$ cat src/rtl/seq_detector_prog_if.sv
// Bundle of serial-data, configuration and result signals for seq_detector_prog.
// The master drives stream and configuration; the slave (detector) returns results.
interface seq_detector_prog_if #(
    parameter int MAX_LEN = 8,
    parameter int CNT_W   = 8
);
    localparam int LEN_W = $clog2(MAX_LEN + 1);

    logic                 sequence_in;
    logic                 sequence_valid;
    logic                 cfg_load;
    logic [MAX_LEN-1:0]   cfg_pattern;
    logic [LEN_W-1:0]     cfg_len;
    logic                 cfg_overlap;
    logic                 detector_out;
    logic [CNT_W-1:0]     match_count;
    logic                 cfg_err;

    modport master (
        output sequence_in, sequence_valid, cfg_load, cfg_pattern, cfg_len, cfg_overlap,
        input  detector_out, match_count, cfg_err
    );

    modport slave (
        input  sequence_in, sequence_valid, cfg_load, cfg_pattern, cfg_len, cfg_overlap,
        output detector_out, match_count, cfg_err
    );
endinterface

$ cat src/rtl/seq_detector_prog.sv
// Runtime-programmable Moore sequence detector: matches a serial stream against a
// loadable 1..MAX_LEN-bit pattern, overlapping or non-overlapping, with a
// registered one-cycle match pulse and a saturating match counter.
module seq_detector_prog #(
    parameter int MAX_LEN = 8,
    parameter int CNT_W   = 8
) (
    input  logic                  clock,
    input  logic                  reset,
    seq_detector_prog_if.slave    bus
);
    localparam int LEN_W = $clog2(MAX_LEN + 1);

    localparam logic [1:0] UNCFG  = 2'd0;
    localparam logic [1:0] FILL   = 2'd1;
    localparam logic [1:0] SEARCH = 2'd2;

    localparam logic [LEN_W-1:0] MAX_LEN_L = LEN_W'(MAX_LEN);
    localparam logic [MAX_LEN:0] ONE_W     = (MAX_LEN + 1)'(1);

    logic [1:0]          state_q, state_d;
    logic [MAX_LEN-1:0]  pat_q, pat_d;
    logic [LEN_W-1:0]    len_q, len_d;
    logic                ovl_q, ovl_d;
    logic [MAX_LEN-1:0]  hist_q, hist_d;
    logic [LEN_W-1:0]    fill_q, fill_d;
    logic                det_q, det_d;
    logic [CNT_W-1:0]    cnt_q, cnt_d;
    logic                err_q, err_d;

    logic [MAX_LEN-1:0]  hist_shift;
    logic [LEN_W-1:0]    fill_inc;
    logic [MAX_LEN:0]    mask_w;
    logic                match;
    logic                len_ok;

    // Saturating increment so the counter sticks at all-ones instead of wrapping.
    function automatic logic [CNT_W-1:0] sat_inc(input logic [CNT_W-1:0] v);
        return (v == {CNT_W{1'b1}}) ? v : v + CNT_W'(1);
    endfunction

    // Match evaluation on the history as it will look after this sample.
    always_comb begin
        hist_shift = {hist_q[MAX_LEN-2:0], bus.sequence_in};
        fill_inc   = (fill_q < len_q) ? fill_q + LEN_W'(1) : len_q;
        // One extra bit keeps len == MAX_LEN from overflowing the shift.
        mask_w     = (ONE_W << len_q) - ONE_W;
        match      = (state_q != UNCFG) && (fill_inc == len_q) &&
                     (({1'b0, hist_shift ^ pat_q} & mask_w) == '0);
        len_ok     = (bus.cfg_len != '0) && (bus.cfg_len <= MAX_LEN_L);
    end

    // Next-state: configuration load wins over a coincident sample.
    always_comb begin
        state_d = state_q;
        pat_d   = pat_q;
        len_d   = len_q;
        ovl_d   = ovl_q;
        hist_d  = hist_q;
        fill_d  = fill_q;
        cnt_d   = cnt_q;
        err_d   = err_q;
        det_d   = 1'b0;
        if (bus.cfg_load) begin
            pat_d  = bus.cfg_pattern;
            len_d  = bus.cfg_len;
            ovl_d  = bus.cfg_overlap;
            hist_d = '0;
            fill_d = '0;
            cnt_d  = '0;
            if (len_ok) begin
                err_d   = 1'b0;
                state_d = FILL;
            end else begin
                err_d   = 1'b1;
                state_d = UNCFG;
            end
        end else if (bus.sequence_valid) begin
            hist_d = hist_shift;
            if (match) begin
                det_d = 1'b1;
                cnt_d = sat_inc(cnt_q);
                if (ovl_q) begin
                    fill_d  = len_q;
                    state_d = SEARCH;
                end else begin
                    // Non-overlapping: the matched bits cannot start a new match.
                    fill_d  = '0;
                    state_d = FILL;
                end
            end else begin
                fill_d = fill_inc;
                if ((state_q != UNCFG) && (fill_inc == len_q)) begin
                    state_d = SEARCH;
                end
            end
        end
    end

    // State registers with asynchronous active-low reset.
    always_ff @(posedge clock or negedge reset) begin
        if (!reset) begin
            state_q <= UNCFG;
            pat_q   <= '0;
            len_q   <= '0;
            ovl_q   <= 1'b0;
            hist_q  <= '0;
            fill_q  <= '0;
            det_q   <= 1'b0;
            cnt_q   <= '0;
            err_q   <= 1'b0;
        end else begin
            state_q <= state_d;
            pat_q   <= pat_d;
            len_q   <= len_d;
            ovl_q   <= ovl_d;
            hist_q  <= hist_d;
            fill_q  <= fill_d;
            det_q   <= det_d;
            cnt_q   <= cnt_d;
            err_q   <= err_d;
        end
    end

    assign bus.detector_out = det_q;
    assign bus.match_count  = cnt_q;
    assign bus.cfg_err      = err_q;

endmodule

$ cat src/flat_wrapper.sv
// flat-port wrapper written by rule: the top's interface ports become plain ports
module seq_detector_prog_flat 
#(
    parameter int MAX_LEN = 8,
    parameter int CNT_W   = 8
)
  (clock, reset, bus_sequence_in, bus_sequence_valid, bus_cfg_load, bus_cfg_pattern, bus_cfg_len, bus_cfg_overlap, bus_detector_out, bus_match_count, bus_cfg_err);
  seq_detector_prog_if #(.MAX_LEN(MAX_LEN), .CNT_W(CNT_W)) bus_i ();
  input  logic clock;
  input  logic reset;
  input wire logic [$bits(bus_i.sequence_in)-1:0] bus_sequence_in;
  input wire logic [$bits(bus_i.sequence_valid)-1:0] bus_sequence_valid;
  input wire logic [$bits(bus_i.cfg_load)-1:0] bus_cfg_load;
  input wire logic [$bits(bus_i.cfg_pattern)-1:0] bus_cfg_pattern;
  input wire logic [$bits(bus_i.cfg_len)-1:0] bus_cfg_len;
  input wire logic [$bits(bus_i.cfg_overlap)-1:0] bus_cfg_overlap;
  output wire logic [$bits(bus_i.detector_out)-1:0] bus_detector_out;
  output wire logic [$bits(bus_i.match_count)-1:0] bus_match_count;
  output wire logic [$bits(bus_i.cfg_err)-1:0] bus_cfg_err;
  assign bus_i.sequence_in = bus_sequence_in;
  assign bus_i.sequence_valid = bus_sequence_valid;
  assign bus_i.cfg_load = bus_cfg_load;
  assign bus_i.cfg_pattern = bus_cfg_pattern;
  assign bus_i.cfg_len = bus_cfg_len;
  assign bus_i.cfg_overlap = bus_cfg_overlap;
  assign bus_detector_out = bus_i.detector_out;
  assign bus_match_count = bus_i.match_count;
  assign bus_cfg_err = bus_i.cfg_err;
  seq_detector_prog #(.MAX_LEN(MAX_LEN), .CNT_W(CNT_W)) u_core (.clock(clock), .reset(reset), .bus(bus_i));
endmodule
$ cat config.mk
export PLATFORM = sky130hd
export DESIGN_NAME = seq_detector_prog_flat
export DESIGN_NICKNAME = d
export VERILOG_FILES = /design/src/rtl/seq_detector_prog_if.sv /design/src/rtl/seq_detector_prog.sv /design/src/flat_wrapper.sv
export SDC_FILE = /design/constraint.sdc
export NUM_CORES = 1
export LEC_CHECK = 0
export CAP_MARGIN = 20
export CORE_ASPECT_RATIO = 1.4
export CORE_MARGIN = 4
export CORE_UTILIZATION = 40
export DETAILED_ROUTE_END_ITERATION = 8
export PLACE_DENSITY_LB_ADDON = 0.3
export SLEW_MARGIN = 20
export SYNTH_ARGS = -nofsm -noshare
export SYNTH_HDL_FRONTEND = slang
export SYNTH_SLANG_ARGS = --single-unit
$ cat constraint.sdc
create_clock -name clock -period 5.05 [get_ports clock]
set_clock_uncertainty 0.05 [all_clocks]
set_input_delay 1.2625 -clock clock [delete_from_list [all_inputs] [get_ports clock]]
set_output_delay 1.2625 -clock clock [all_outputs]
set_load 0.05 [all_outputs]
**After elaboration in Yosys (flattened, before gate mapping)**

Cells that the tools add are included.

- Magnitude comparators: 2
- Mux-type cells: 21
- Bitwise logic cells: 2
- Reductions and logical operators: 11
- $add $sub $neg: 3
- Shift operators: 1
- Eq/ne operators: 3

Operator list:

| kind | count |
|---|---|
| 8-bit 2-to-1 mux | 4 |
| 4-bit 2-to-1 mux | 5 |
| 7-bit 2-to-1 mux | 2 |
| 2-bit 2-to-1 mux | 5 |
| 8-bit by 9-bit AND with 9-bit output | 1 |
| 9-bit logical NOT | 1 |
| 1-bit by 4-bit << shifter with 9-bit output, first input constant | 1 |
| 9-bit by 1-bit subtractor with 9-bit output, second input constant | 1 |
| 8-bit by 1-bit adder with 8-bit output, second input constant | 1 |
| 8-bit equality test, second input constant | 1 |
| 8-bit XOR | 1 |
| 2-bit nonzero test | 3 |
| 1-bit 2-to-1 mux | 5 |
| 4-bit by 1-bit adder with 4-bit output, second input constant | 1 |
| 4-bit equality test | 1 |
| 4-bit <= comparator, second input constant | 1 |
| 4-bit less-than comparator | 1 |
| 4-bit nonzero test | 1 |
| 1-bit logical AND | 3 |
| 3-bit AND reduction | 1 |
| 3-bit nonzero test | 1 |
| 2-bit != test, second input constant | 1 |
| 2-bit AND reduction | 1 |

- Word-level logic and storage cells: 52
- Register bits after elaboration: 36

**Longest topological paths before layout**

Gate-level depths: netlist of run 1.

- Depth in word-level cells: 8
- Depth in mapped cells: 12
- Depth with buffers taken out: 10

**Worst setup path before layout of run 1**

OpenSTA, ideal clock, no wires.

- Path type: register to register
- From: reg u_core.len_q[0]
- To: reg u_core.cnt_q[6] (netlist: u_core.bus.match_count[6])
- Arrival: 2.801 ns
- Stages on the path, launching flop included: 12
- Period minus slack after synthesis: 2.930 ns
- Slack: 2.120 ns
- Setup time: 0.078 ns
- Cells stage by stage: dfrtp_1 > buf_2 > or4_4 > ha_1 > and2_1 > o211ai_1 > a21oi_1 > a2111oi_4 > nand4_2 > buf_4 > or3_1 > a21oi_1

- Cells in the longest elaborated chain, start to end: 7
- Elaborated cells between the ends (all ways): 11
- Those cells by class: add/sub (1); order compare (1); eq/ne (1); shift (1); mux (1); bitwise (1); reduce/logical (5)

RTL lines:

| what | RTL line | source |
|---|---|---|
| from (decl) | seq_detector_prog.sv:23 | `logic [LEN_W-1:0] len_q, len_d;` |
| from (signal assigned) | seq_detector_prog.sv:115 | `len_q <= len_d;` |
| 1-bit by 4-bit << shifter with 9-bit output / 4-bit less-than comparator (equally long branches) | seq_detector_prog.sv:47, seq_detector_prog.sv:45 |  |
| 9-bit by 1-bit subtractor with 9-bit output / 4-bit 2-to-1 mux (equally long branches) | seq_detector_prog.sv:47, seq_detector_prog.sv:45 |  |
| 8-bit by 9-bit AND with 9-bit output / 4-bit equality test (equally long branches) | seq_detector_prog.sv:49, seq_detector_prog.sv:48 |  |
| 9-bit logical NOT / 1-bit logical AND (equally long branches) | seq_detector_prog.sv:49, seq_detector_prog.sv:48 |  |
| 1-bit logical AND (*) | seq_detector_prog.sv:48 | `match = (state_q != UNCFG) && (fill_inc == len_q) &&` |
| 2-bit nonzero test (no source line) (*) | - |  |
| 3-bit AND reduction (no source line) (*) | - |  |
| to (signal assigned) | seq_detector_prog.sv:120 | `cnt_q <= cnt_d;` |
| to (decl) | seq_detector_prog.sv:28 | `logic [CNT_W-1:0] cnt_q, cnt_d;` |

Mark *: on every way between the ends. The rest lies on a longest branch, timed or not.
A chain may end at the register's enable or synchronous reset.

**Worst setup path in the final report of run 1**

- From: reg u_core.len_q[0]
- To: reg u_core.cnt_q[5] (netlist: u_core.bus.match_count[5])

The elaborated chain is that of the path after synthesis.

==> impl_metrics.toml, run 1 <==
[clocking]
cts_setup_buffers = 0
tritoncts = "done"
cts-root-buf = "clkbuf_8"
clkSinkCount = 36
cts_max_level = 2
ctsHoldBuffers = 0
path_clk_slew_ns = 0.07
cts_buffer_depth = 2
clk_latency_ns = 0.28
cts_resized = 0
cts_buffers = 5

[yosys]
synthAdderAreaFrac_pct = 3.692
synth-xor-area-share_pct = 7.323
ys_seq_elements = 36
ys_top_cells_by_area = "dfrtp_1 (44%), mux2_2 (5.5%), xnor2_1 (4.7%)"
syn_avg_cell_area_um2 = 9.870
yosysTopAreaCell = "dfrtp_1"
synth_top_area_share_pct = 44.31
synth_edf_count = 0
synth_top_family_by_area = "simple AND/OR/NAND/NOR gates"
seq_area_frac_synth_pct = 44.31
syn-num-nets = 230
synth_cell_type_count = 43
synthCells = 206
synth-compound-area-share_pct = 14.95
yosysMostFrequentCell = "dfrtp_1"
synthMuxAreaShare_pct = 9.477
yosys_warnings = 0
synth_ff_type = "dfrtp_1"
synthTopCellsByCount = "dfrtp_1 (36), nand2_1 (16), nor2_1 (16), a21oi_1 (15), xnor2_1 (11)"
yosys.area_share.simple_pct = 16.12
synth_area_um2 = 2033
async_reset_ff_share_pct = 100.0

[global_routing]
antenna_found_initial = 0
grt_pass1_vias = 1610
grt_pass1_wl_um = 7058
grt.overflow.total = 0
grt_usage_pct = 14.51
grt_max_degree = 41

[place]
dpl_worst_slack_ns = 1.541
gp_congestion = 0.8662
portBuffers = 27
place_hpwl_um = 2864

[worst_setup_path]
reg2reg_setup_slack_ns = 1.61
critPathKind = "reg -> reg"
crit_path_end = "u_core.bus.match_count[5]"
rr_startpoint = "u_core.len_q[0]"
end_kind = "register"
cp-startpoint = "u_core.len_q[0]"
crit_fanout = 14
critPathLaunchType = "register"
r2r_end = "u_core.bus.match_count[5]"
arrival_ns = 3.61
crit_required_ns = 5.21
reg2reg_depth = 9

[die]
rows = 30
dieWidth_um = 68.26
boundaryPins = 28
fp.dieH_um = 92.36
coreArea_um2 = 4880
die_area_um2 = 6304
start_util_pct = 41.67

[route]
totalWireLength_um = 4066
drtIter0Drc = 40
drt-vias-per-instance = 5.296
final_antenna_net_count = 0
drt_drc_violations_left = 0
wl_per_cell_um = 13.69
vias = 1573
first_pass_iters = 4

[sta]
period_needed_ns = 3.444
rsz0062_at_grt = "no"
finalHoldViolCount = 0
post-route-period-util_pct = 68.19
setup_violations = 0
slew_headroom_pct = 57.23
setup_ws_ns = 1.606
fmax_mhz = 290.4
worstMarginPinSlew_ns = 0.6396
drv_slew = 0
setup-tns-final_ns = 0

[pwr]
pwr_density_cell_nw_per_um2 = 274.8
vdd_ir_drop_max_mv = 0.1920
leakagePower_nw = 1.006
power.total_mw = 0.6712

[finish]
fill_cells = 478
n_antenna_cell = 0
final_net_count = 256
fin_util_pct = 50.05
drive_gt1_share_pct = 10.30
areaGrowthSynthToFinish_pct = 20.12

[job]
maxCapViolCount = 0

[run_status]
outcome = "finished, final reports clean"

[hold_path]
min_path_type = "reg -> reg"
worst max-delay path: stages (launching register included):
cell and delay (ns):
dfrtp_1 0.52, or4_4 0.57, ha_1 0.30, and2_1 0.17
o211ai_1 0.18, a21oi_1 0.13, a2111oi_4 0.35, nand4_2 0.39
or4_1 0.56, a21oi_1 0.14
cell families (layout without fill, tap and decap cells):
| family | Yosys count | count (layout) |
|---|---|---|
| AND/OR/NAND/NOR | 64 | 64 |
| AO/OA/AOI/OAI | 45 | 45 |
| flip-flops | 36 | 36 |
| buffers and inverters | 20 | 47 |
| multiplexers | 18 | 18 |
| XOR/XNOR | 17 | 17 |
| adder cells (fa/ha/maj) | 6 | 6 |
state kept, by name (all words and copies together) (netlist names):
register and cells:
u_core.hist_q 7, u_core.ovl_q 1, u_core.bus.match_count 8, u_core.state_q 2, u_core.bus.detector_out 1, u_core.bus.cfg_err 1
u_core.len_q 4, u_core.fill_q 4, u_core.pat_q 8
per-layer routing:
metal	global-route usage, %	part of all wire [%]	vias to the layer above	routed length, um
met5	0	0	-	0
met1	17.67	46	754	1856
li1	-	-	780	-
met4	6.302	2.4	0	96
met3	3.155	3.5	11	142
met2	23.97	48	28	1971
worst min path at each step:
| stage | startpoint | to | cells after the start |
|---|---|---|---|
| after CTS | u_core.bus.cfg_err | u_core.bus.cfg_err | 1 |
| after global placement | u_core.bus.cfg_err | u_core.bus.cfg_err | 1 |
| final | u_core.bus.cfg_err | u_core.bus.cfg_err | 1 |
| after floorplan | u_core.state_q[0] | u_core.state_q[0] | 2 |
| after detailed placement | u_core.bus.cfg_err | u_core.bus.cfg_err | 1 |
| after global routing | u_core.bus.cfg_err | u_core.bus.cfg_err | 1 |
per-stage QoR:
stage          instance area (um2)  hold slack [ns]  instances
2_1_floorplan                 2033           0.4428        206
3_3_place_gp                  2352           0.4167        289
3_5_place_dp                  2352           0.4327        289
4_1_cts                       2442           0.4545        297
5_1_grt                       2442           0.4877        297
6_report                      2442           0.4425        297
cell type report:
cell class	count	area [um2]	area share [%]
Multi-Input combinational cell	150	1049	42.93
Tap cell	64	80.08	3.279
Timing Repair Buffer	29	285.3	11.68
Inverter	10	37.54	1.537
Sequential cell	36	900.9	36.89
Clock buffer	8	90.09	3.689
report_power, final:
group / internal [mW] / switching [mW] / leakage (nW) / total, mW
logic: 0.0642 / 0.0715 / 0.493 / 0.136
clock network: 0.111 / 0.0968 / 0.0455 / 0.208
registers: 0.306 / 0.0218 / 0.467 / 0.327
total: 0.481 / 0.190 / 1.01 / 0.671
layout by cell type (no fill, tap or decap), types with 2 or more instances in the layout:
cell             count
nand2_1             16
o21ai_0             10
ha_1                 6
nor3_1               4
inv_1               10
a31oi_1              2
or3_1                5
xor2_1               6
nor2_1              16
o21a_1               3
mux2i_1              8
or4_1                3
o211ai_1             3
buf_4                2
a21oi_1             15
o31ai_1              2
dfrtp_1             36
nand2b_1             2
xnor2_1             11
clkbuf_8             6
mux2_2              10
clkbuf_1             2
nand3_1              9
clkdlybuf4s50_1     27
(Power assumes the default switching activity.)
==> run 2, diff against run 1 <==
- clock period: 5.05 -> 3.1 ns (I/O delays scaled with it)
==> impl_metrics.toml, run 2 (same netlist as run 1, synthesis figures left out) <==
[global_routing]
use_met2_pct = 23.25
grt_pass1_vias = 1599
grt_usage_pct = 14.52
use_met1_pct = 18.24
antenna_found_initial = 0
grt_pass1_wl_um = 7024
met3_usage_pct = 2.549
grt-busiest-layer = "met2"
grt_max_degree = 40
grt.overflow.total = 0

[die]
start_util_pct = 41.67
die_area_um2 = 6304
coreArea_um2 = 4880
dieWidth_um = 68.26
fp.dieH_um = 92.36
boundaryPins = 28
rows = 30

[sta]
setup_violations = 0
drv_slew = 0
setup-tns-final_ns = 0
post-route-period-util_pct = 94.25
finalHoldViolCount = 0
period_needed_ns = 2.922
rsz0062_at_grt = "no"
slew_headroom_pct = 65.73
fmax_mhz = 342.3
worstMarginPinSlew_ns = 0.5125

[clocking]
cts_setup_buffers = 0
cts-root-buf = "clkbuf_8"
cts_buffer_depth = 2
clkSinkCount = 36
ctsHoldBuffers = 0
cts_max_level = 2
clk_latency_ns = 0.29
tritoncts = "done"
path_clk_slew_ns = 0.07
cts_resized = 0
cts_buffers = 5

[route]
final_antenna_net_count = 0
drt_drc_violations_left = 0
drtIter0Drc = 44
vias = 1584
drt-vias-per-instance = 5.193
wl_per_cell_um = 13.59
first_pass_iters = 4
totalWireLength_um = 4145

[finish]
final_area_um2 = 2502
final_cell_mix = "dfrtp_1 (36), clkdlybuf4s50_1 (27), nor2_1 (16), nand2_1 (16), a21oi_1 (15)"
areaGrowthSynthToFinish_pct = 23.08
n_antenna_cell = 0
drive_gt1_share_pct = 13.28
layout_commonest_cell = "dfrtp_1"
stdcell_count = 305
fin_util_pct = 51.28
final_net_count = 264

[hold_path]
hold_end = "u_core.bus.cfg_err"
min_path_type = "reg -> reg"
holdPathStages = 1
hp-start = "u_core.bus.cfg_err"

[pwr]
p_clk_share_pct = 31.1
vdd_ir_drop_max_mv = 0.2769
p_switching_mw = 0.3192
pwr_density_cell_nw_per_um2 = 444.8
leakagePower_nw = 1.044
p_int_mw = 0.7939
sw_frac_of_total_pct = 28.68
comb_power_share_pct = 22.1
seqPwrFrac_pct = 46.8

[worst_setup_path]
reg2reg_setup_slack_ns = 0.18
crit_chain = "or4_4, ha_1, and2_1, o211ai_1, a21oi_1, a2111oi_4, nand4_2, buf_4, or3_1, a21oi_1"
arrival_ns = 3.09
slowest_delay_ns = 0.54
critPathKind = "reg -> reg"
cp-startpoint = "u_core.len_q[1]"
end_kind = "register"
r2r_end = "u_core.bus.match_count[4]"
slowest_stage = "or4_4"
reg2reg_depth = 10
crit_required_ns = 3.27
critPathLaunchType = "register"
crit_fanout = 7
rr_startpoint = "u_core.len_q[1]"
cpMostUsedCell = "a21oi_1"

[place]
dp_cells = 297
portBuffers = 27
place_hpwl_um = 3005
place_area_um2 = 2412
gp_congestion = 0.8552

[job]
maxCapViolCount = 0

[run_status]
outcome = "finished, final reports clean"
-- run 2: worst max path at each step --
| stage | endpoint | slack [ns] |
|---|---|---|
| 5_1_grt | u_core.bus.match_count[3] | 0.0003 |
| 3_5_place_dp | u_core.bus.match_count[4] | 0.20 |
| 3_3_place_gp | u_core.bus.match_count[4] | 0.26 |
| 2_1_floorplan | u_core.bus.match_count[6] | 0.17 |
| 6_report | u_core.bus.match_count[4] | 0.18 |
| 4_1_cts | u_core.bus.match_count[4] | 0.18 |
-- run 2: power by group through the flow --
stage	logic, mW	clock network [mW]	registers, mW
final	0.246	0.346	0.521
after global routing	0.272	0.381	0.525
after CTS	0.249	0.362	0.521
after detailed placement	0.247	0	0.530
after global placement	0.245	0	0.530
after floorplan	0.166	0	0.529
-- run 2: per-stage QoR --
step                setup slack (ns)  hold WS, ns  total power [mW]
global route               0.0002758       0.4797             1.178
finish                        0.1783       0.4339             1.113
floorplan                     0.1705       0.4294            0.6952
detailed placement            0.2013       0.4223            0.7778
global placement              0.2605       0.4145            0.7747
CTS                           0.1834       0.4412             1.132
-- run 2: metal layers --
layer | wire length, um | up-vias
met4 | 110 | 0
li1 | - | 803
met2 | 2012 | 32
met5 | 0 | -
met1 | 1897 | 739
met3 | 124 | 10
-- run 2: layout make-up --
| class | count | area [um2] |
|---|---|---|
| well taps | 64 | 80.08 |
| flip-flops and latches | 36 | 900.9 |
| inverters | 10 | 37.54 |
| multi-input cells | 150 | 1049 |
| repair buffers | 37 | 345.3 |
| clock buffers | 8 | 90.09 |
| fillers | 474 | 2377 |
-- run 2: worst max-delay path: cells and delay by family, from the launching register on --
kind / cells / cell delay, ns
DFF: 1 / 0.38
and+or+nand+nor: 4 / 1.24
AOI/OAI and AO/OA: 4 / 0.67
adders and majority gates: 1 / 0.30
buffers and inverters: 1 / 0.20
